===== src/rtl/load_store_unit.sv =====
// ============================================================================
//  Module      : load_store_unit
//  Description : Memory stage behind the execute ALU. Passes ALU results
//                through, or performs byte/half/word loads and stores over a
//                req/gnt/rvalid data-memory port with lane alignment,
//                sign/zero extension and misalignment detection. Retires
//                every operation with a single-cycle writeback pulse.
//  Revision    : 1.0 - initial release
// ============================================================================
`default_nettype none

module load_store_unit #(
  parameter int REG_WIDTH = 32,
  parameter int RD_WIDTH  = 5
) (
  input  logic                 i_clk,
  input  logic                 i_rst,
  input  logic                 i_valid,
  output logic                 o_ready,
  input  logic [1:0]           i_mem_op,
  input  logic [1:0]           i_size,
  input  logic                 i_unsigned,
  input  logic [REG_WIDTH-1:0] i_addr,
  input  logic [REG_WIDTH-1:0] i_store_data,
  input  logic [RD_WIDTH-1:0]  i_rd,
  output logic                 o_mem_req,
  output logic                 o_mem_we,
  output logic [REG_WIDTH-1:0] o_mem_addr,
  output logic [REG_WIDTH-1:0] o_mem_wdata,
  output logic [3:0]           o_mem_wstrb,
  input  logic                 i_mem_gnt,
  input  logic                 i_mem_rvalid,
  input  logic [REG_WIDTH-1:0] i_mem_rdata,
  output logic                 o_wb_valid,
  output logic                 o_wb_we,
  output logic [REG_WIDTH-1:0] o_wb_data,
  output logic [RD_WIDTH-1:0]  o_wb_rd,
  output logic                 o_misaligned
);

  // FSM encoding
  localparam logic [1:0] ST_IDLE = 2'd0;
  localparam logic [1:0] ST_REQ  = 2'd1;
  localparam logic [1:0] ST_WAIT = 2'd2;

  // Normalised access size held for the in-flight operation
  localparam logic [1:0] SZ_BYTE = 2'd0;
  localparam logic [1:0] SZ_HALF = 2'd1;
  localparam logic [1:0] SZ_WORD = 2'd2;

  logic [1:0] state;
  logic [1:0] state_next;

  // Decoded view of the operation presented by execute
  logic       accept;
  logic       op_load;
  logic       op_store;
  logic       size_half;
  logic       size_word;
  logic       misalign;
  logic       start_mem;
  logic [1:0] size_norm;

  // Operation fields captured at acceptance
  logic                 is_load_q;
  logic [1:0]           size_q;
  logic                 unsigned_q;
  logic [1:0]           offset_q;
  logic [REG_WIDTH-1:0] word_addr_q;
  logic [REG_WIDTH-1:0] wdata_q;
  logic [3:0]           wstrb_q;
  logic [RD_WIDTH-1:0]  rd_q;

  // Store lane placement for the incoming operation
  logic [REG_WIDTH-1:0] lane_wdata;
  logic [3:0]           lane_wstrb;

  // Load data after lane shift and extension
  logic [REG_WIDTH-1:0] load_shifted;
  logic [REG_WIDTH-1:0] load_ext;

  // Writeback registers
  logic                 wb_valid_q;
  logic                 wb_we_q;
  logic [REG_WIDTH-1:0] wb_data_q;
  logic [RD_WIDTH-1:0]  wb_rd_q;
  logic                 misaligned_q;

  // Reserved mem_op decodes as pass-through, reserved size as word
  always_comb begin
    accept    = i_valid && (state == ST_IDLE);
    op_load   = (i_mem_op == 2'd1);
    op_store  = (i_mem_op == 2'd2);
    size_half = (i_size == 2'd1);
    size_word = i_size[1];
    misalign  = (op_load || op_store) &&
                ((size_half && i_addr[0]) || (size_word && (i_addr[1:0] != 2'b00)));
    start_mem = accept && (op_load || op_store) && !misalign;
    if (size_word)      size_norm = SZ_WORD;
    else if (size_half) size_norm = SZ_HALF;
    else                size_norm = SZ_BYTE;
  end

  // Replicate store data across lanes and pick the byte enables; loads drive zeros
  always_comb begin
    lane_wdata = '0;
    lane_wstrb = 4'b0000;
    if (op_store) begin
      case (size_norm)
        SZ_BYTE: begin
          lane_wdata = {4{i_store_data[7:0]}};
          lane_wstrb = 4'b0001 << i_addr[1:0];
        end
        SZ_HALF: begin
          lane_wdata = {2{i_store_data[15:0]}};
          lane_wstrb = 4'b0011 << i_addr[1:0];
        end
        default: begin
          lane_wdata = i_store_data;
          lane_wstrb = 4'b1111;
        end
      endcase
    end
  end

  // Shift the returned word down to the addressed lane and extend it
  always_comb begin
    load_shifted = i_mem_rdata >> {offset_q, 3'b000};
    case (size_q)
      SZ_BYTE: load_ext = {{(REG_WIDTH-8){!unsigned_q && load_shifted[7]}},
                           load_shifted[7:0]};
      SZ_HALF: load_ext = {{(REG_WIDTH-16){!unsigned_q && load_shifted[15]}},
                           load_shifted[15:0]};
      default: load_ext = load_shifted;
    endcase
  end

  // State register
  always_ff @(posedge i_clk) begin
    if (i_rst) state <= ST_IDLE;
    else       state <= state_next;
  end

  // Next-state logic: rvalid only counts once we are in WAIT
  always_comb begin
    state_next = state;
    case (state)
      ST_IDLE: if (start_mem)    state_next = ST_REQ;
      ST_REQ:  if (i_mem_gnt)    state_next = is_load_q ? ST_WAIT : ST_IDLE;
      ST_WAIT: if (i_mem_rvalid) state_next = ST_IDLE;
      default:                   state_next = ST_IDLE;
    endcase
  end

  // Output logic: memory port signals are only non-zero while requesting
  always_comb begin
    o_ready     = (state == ST_IDLE);
    o_mem_req   = (state == ST_REQ);
    o_mem_we    = (state == ST_REQ) && !is_load_q;
    o_mem_addr  = (state == ST_REQ) ? word_addr_q : '0;
    o_mem_wdata = (state == ST_REQ) ? wdata_q : '0;
    o_mem_wstrb = (state == ST_REQ) ? wstrb_q : 4'b0000;
  end

  // Capture operation fields on acceptance; they stay stable until the grant
  always_ff @(posedge i_clk) begin
    if (i_rst) begin
      is_load_q   <= 1'b0;
      size_q      <= SZ_BYTE;
      unsigned_q  <= 1'b0;
      offset_q    <= 2'b00;
      word_addr_q <= '0;
      wdata_q     <= '0;
      wstrb_q     <= 4'b0000;
      rd_q        <= '0;
    end else if (start_mem) begin
      is_load_q   <= op_load;
      size_q      <= size_norm;
      unsigned_q  <= i_unsigned;
      offset_q    <= i_addr[1:0];
      word_addr_q <= {i_addr[REG_WIDTH-1:2], 2'b00};
      wdata_q     <= lane_wdata;
      wstrb_q     <= lane_wstrb;
      rd_q        <= i_rd;
    end
  end

  // Writeback: one-cycle retire pulse for pass-through, misaligned, store grant and load data
  always_ff @(posedge i_clk) begin
    if (i_rst) begin
      wb_valid_q   <= 1'b0;
      wb_we_q      <= 1'b0;
      wb_data_q    <= '0;
      wb_rd_q      <= '0;
      misaligned_q <= 1'b0;
    end else begin
      wb_valid_q   <= 1'b0;
      misaligned_q <= 1'b0;
      if (accept && !start_mem) begin
        wb_valid_q <= 1'b1;
        wb_rd_q    <= i_rd;
        if (misalign) begin
          misaligned_q <= 1'b1;
          wb_we_q      <= 1'b0;
          wb_data_q    <= '0;
        end else begin
          wb_we_q   <= (i_rd != '0);
          wb_data_q <= i_addr;
        end
      end else if ((state == ST_REQ) && i_mem_gnt && !is_load_q) begin
        wb_valid_q <= 1'b1;
        wb_we_q    <= 1'b0;
        wb_data_q  <= '0;
        wb_rd_q    <= rd_q;
      end else if ((state == ST_WAIT) && i_mem_rvalid) begin
        wb_valid_q <= 1'b1;
        wb_we_q    <= (rd_q != '0);
        wb_data_q  <= load_ext;
        wb_rd_q    <= rd_q;
      end
    end
  end

  assign o_wb_valid   = wb_valid_q;
  assign o_wb_we      = wb_we_q;
  assign o_wb_data    = wb_data_q;
  assign o_wb_rd      = wb_rd_q;
  assign o_misaligned = misaligned_q;

endmodule

`default_nettype wire


===== config.mk =====
export PLATFORM = sky130hd
export DESIGN_NAME = load_store_unit
export DESIGN_NICKNAME = d
export VERILOG_FILES = /design/src/rtl/load_store_unit.sv
export SDC_FILE = /design/constraint.sdc
export NUM_CORES = 1
export LEC_CHECK = 0
export CORE_MARGIN = 2
export CORE_UTILIZATION = 45
export CTS_CLUSTER_DIAMETER = 100
export CTS_CLUSTER_SIZE = 20
export DETAILED_ROUTE_END_ITERATION = 16
export PLACE_DENSITY = 0.81
export SLEW_MARGIN = 15
export SYNTH_ARGS = -nofsm -noshare
export SYNTH_HDL_FRONTEND = slang
export SYNTH_SLANG_ARGS = --single-unit

===== constraint.sdc =====
create_clock -name i_clk -period 2.84 [get_ports i_clk]
set_input_delay 0.568 -clock i_clk [delete_from_list [all_inputs] [get_ports i_clk]]
set_output_delay 0.568 -clock i_clk [all_outputs]
set_load 0.05 [all_outputs]

==> run_results.csv <==
group,metric,value,unit
detailed_routing,first_pass_iters,7,
cts,clockRootBuffer,"clkbuf_16",
setup_path,ff2ff_path_depth,5,
logic_synthesis,synth_area,0.00592,mm²
cts,cts_buffers,17,
die,dieArea,0.0141,mm²
cts,htreeDepth,4,
sta,setup_viol,0,
die,rows,41,
place,pre_cts_slack,-0.0814,ns
logic_synthesis,synth_edf_count,0,
sta,report.final.slew_viol_count,0,
setup_path,cp_cell_sequence,"nor2b_4 > buf_4 > and2_1 > buf_12",
setup_path,crit_type,"reg2out",
min_path,whs_endpoint,"wstrb_q[3]",
sta,setup_tns,0,ns
final_layout,fillers,964,
flow_run,maxCapViolations,0,
sta,skew,0.00460,ns
global_route,grt_max_degree,59,
detailed_routing,drcViolationCount,0,
run_status,status,"finished, final reports clean",
cts,cts.clk_slew.worst_paths,0.05,ns
global_route,grt_pass1_vias,6167,
cts,cts_max_path_buffers,2,
setup_path,critPathMaxFanout,18,
sta,rsz0062_at_grt,"false",
die,start_util,46.6,%
detailed_routing,via_per_inst,5.58,
die,die_h,119,µm
logic_synthesis,ys_seq_area_share,40.2,%
global_route,grt_overflow_total,0,
sta,max_slew_margin,37.2,%
cts,post_cts_resized,0,
min_path,whs_path_depth,2,
min_path,hp-start,"wstrb_q[3]",
logic_synthesis,synth_flop_cell,"dfxtp_1",
place,port_buffers,219,
setup_path,cp-end-kind,"output port",
sta,finalHoldViolations,0,
cts,postCtsSetupRepairBufs,0,
logic_synthesis,syn_avg_cell_area,7.88,µm²
pwr,leakage,3.60,nW
logic_synthesis,async_flop_share,0,%
final_layout,fin_nets,1071,
place,dp_hpwl,15200,µm
sta,finalCritPeriodShare,89.7,%
die,die_w,119,µm
final_layout,regArea,0.00238,mm²
final_layout,syn2layout_area_growth,57.8,%
logic_synthesis,yosysUniqueCellTypes,48,
sta,fmax,392,MHz
place,place.gp.congestion,0.893,
detailed_routing,wl_per_cell,18.1,µm
final_layout,antennaDiodeCount,0,
min_path,hold_class,"reg2reg",
sta,period_needed,2.55,ns
setup_path,crit_required,2.27,ns
sta,tightest_slew,0.935,ns
detailed_routing,final_antenna_net_count,0,
setup_path,crit_slowest_cell,"nor2b_4",
die,ios,222,
setup_path,r2r_end,"o_wb_data[20]",
sta,setup_ws,0.292,ns
detailed_routing,vias,6377,
detailed_routing,wirelength,20700,µm
final_layout,drive_gt1_share,16.5,%
cts,tritoncts,"done",
pwr,irDropWorstVdd,448,µV
logic_synthesis,yosysWarnings,0,
cts,clkLatencyLatePin,0.42,ns
cts,cts_sinks,119,
detailed_routing,drt_iter0_markers,623,
logic_synthesis,syn-instance-count,752,
setup_path,crit_arrival,1.98,ns
setup_path,worstReg2RegStart,"offset_q[1]",
setup_path,slowest_delay,0.45,ns
setup_path,critPathLaunchType,"flip-flop",
final_layout,multi_input_area,0.00328,mm²
global_route,grt_usage,29.1,%
logic_synthesis,ys_seq_elements,119,
die,core_area,0.0127,mm²
pwr,p_per_area,542,mW/mm²
cts,hold_buffers,0,
global_route,antenna_found_initial,1,
setup_path,r2r_slack,0.53,ns
global_route,grt_pass1_wl,32600,µm
[worst max-delay path: cells and delay by family (launching register included)]
kind	cells	cell delay, ns
buffers and inverters	2	0.46
AND/OR/NAND/NOR	2	0.68
flip-flops	1	0.42
[synth_stat cells (7+ instances only)]
cell         n  area [µm²]
mux2_2      20         225
a221oi_1     7        61.3
clkbuf_1    51         191
nor2_1      52         195
mux2i_1     28         280
a221o_1     15         150
nand3_1     20         100
o21ai_0     18        90.1
buf_2        8        40.0
a2bb2oi_1    9        78.8
a21oi_1    108         541
dfxtp_1    119        2380
nand2_1    138         518
nor4_1       8        50.1
and2_1      75         469
nor3_1      15        75.1
[layer usage]
layer / vias to the layer above / global-route usage [%] / part of all wire, %
li1: 3009 / - / -
met1: 2983 / 34.6 / 40
met2: 341 / 47.9 / 47
met3: 44 / 10.6 / 10
met4: 0 / 10.9 / 3.0
met5: - / 0 / 0
[placed cells by master (no fill, tap or decap), types with 4 or more instances in the layout]
master / netlist / routed
a211oi_1: 5 / 5
a21oi_1: 108 / 108
a221o_1: 15 / 15
a221oi_1: 7 / 7
a2bb2oi_1: 9 / 9
and2_1: 75 / 75
buf_12: 0 / 46
buf_4: 2 / 53
bufinv_16: 0 / 4
clkbuf_16: 0 / 17
clkbuf_8: 0 / 4
clkdlybuf4s50_1: 0 / 150
clkinv_2: 0 / 5
dfxtp_1: 119 / 119
inv_1: 5 / 5
mux2_2: 20 / 20
mux2i_1: 28 / 28
nand2_1: 138 / 138
nand2b_1: 4 / 4
nand3_1: 20 / 20
nor2_1: 52 / 52
nor3_1: 15 / 15
nor3b_1: 4 / 4
nor4_1: 8 / 8
o2111ai_1: 4 / 4
o21ai_0: 18 / 18
[kinds of logic after synthesis]
kind of cell	Yosys count	share of synthesized area (%)
AO/OA/AOI/OAI	179	18.6
other	1	0.0633
flip-flops	119	40.2
adder cells (fa/ha/maj)	2	0.422
AND/OR/NAND/NOR	332	26.7
XOR/XNOR	2	0.296
buffers and inverters	68	4.73
multiplexers	49	8.91
[layout make-up]
type	instances	area share, %
Clock buffer	23	5.22
Sequential cell	119	25.5
Inverter	5	0.201
Multi-Input combinational cell	566	35.1
Timing Repair Buffer	249	30.2
Tap cell	172	2.30
Clock inverter	9	1.55
[report_power, final]
part | switching (mW) | internal (mW)
combinational | 0.547 | 0.411
sequential | 0.0489 | 1.75
clock | 0.755 | 1.55
[state kept, by name, summed over array words and instances (netlist names)]
register and cells:
o_wb_valid 1, wstrb_q 4, o_wb_we 1, size_q 2, o_wb_rd 5, word_addr_q 30
o_misaligned 1, o_wb_data 32, state 2, rd_q 5, wdata_q 32, is_load_q 1
unsigned_q 1, offset_q 2
[stage by stage]
stage	utilization, %	power, mW	hold WS (ns)	instances	area (µm²)
after floorplan	-	2.35	0.427	753	5930
after global placement	68.5	2.77	0.433	1111	8720
after detailed placement	68.5	2.78	0.439	1111	8720
after CTS	73.5	5.07	0.446	1143	9350
after global routing	73.5	5.21	0.464	1143	9350
final	73.5	5.07	0.446	1143	9350
[worst max-delay path by stage]
| stage | depth (start not counted) | slack (ns) | from | end |
|---|---|---|---|---|
| global placement | 8 | -0.03 | i_mem_op[0] | o_wb_we |
| floorplan | 4 | 0.43 | state[0] | o_mem_wdata[25] |
| detailed placement | 8 | -0.08 | i_mem_op[0] | o_wb_we |
| finish | 4 | 0.29 | state[0] | o_mem_wdata[12] |
| global route | 4 | 0.20 | state[0] | o_mem_wdata[12] |
| CTS | 4 | 0.30 | state[0] | o_mem_wdata[12] |
No activity file was read; power rests on OpenSTA's default activity.
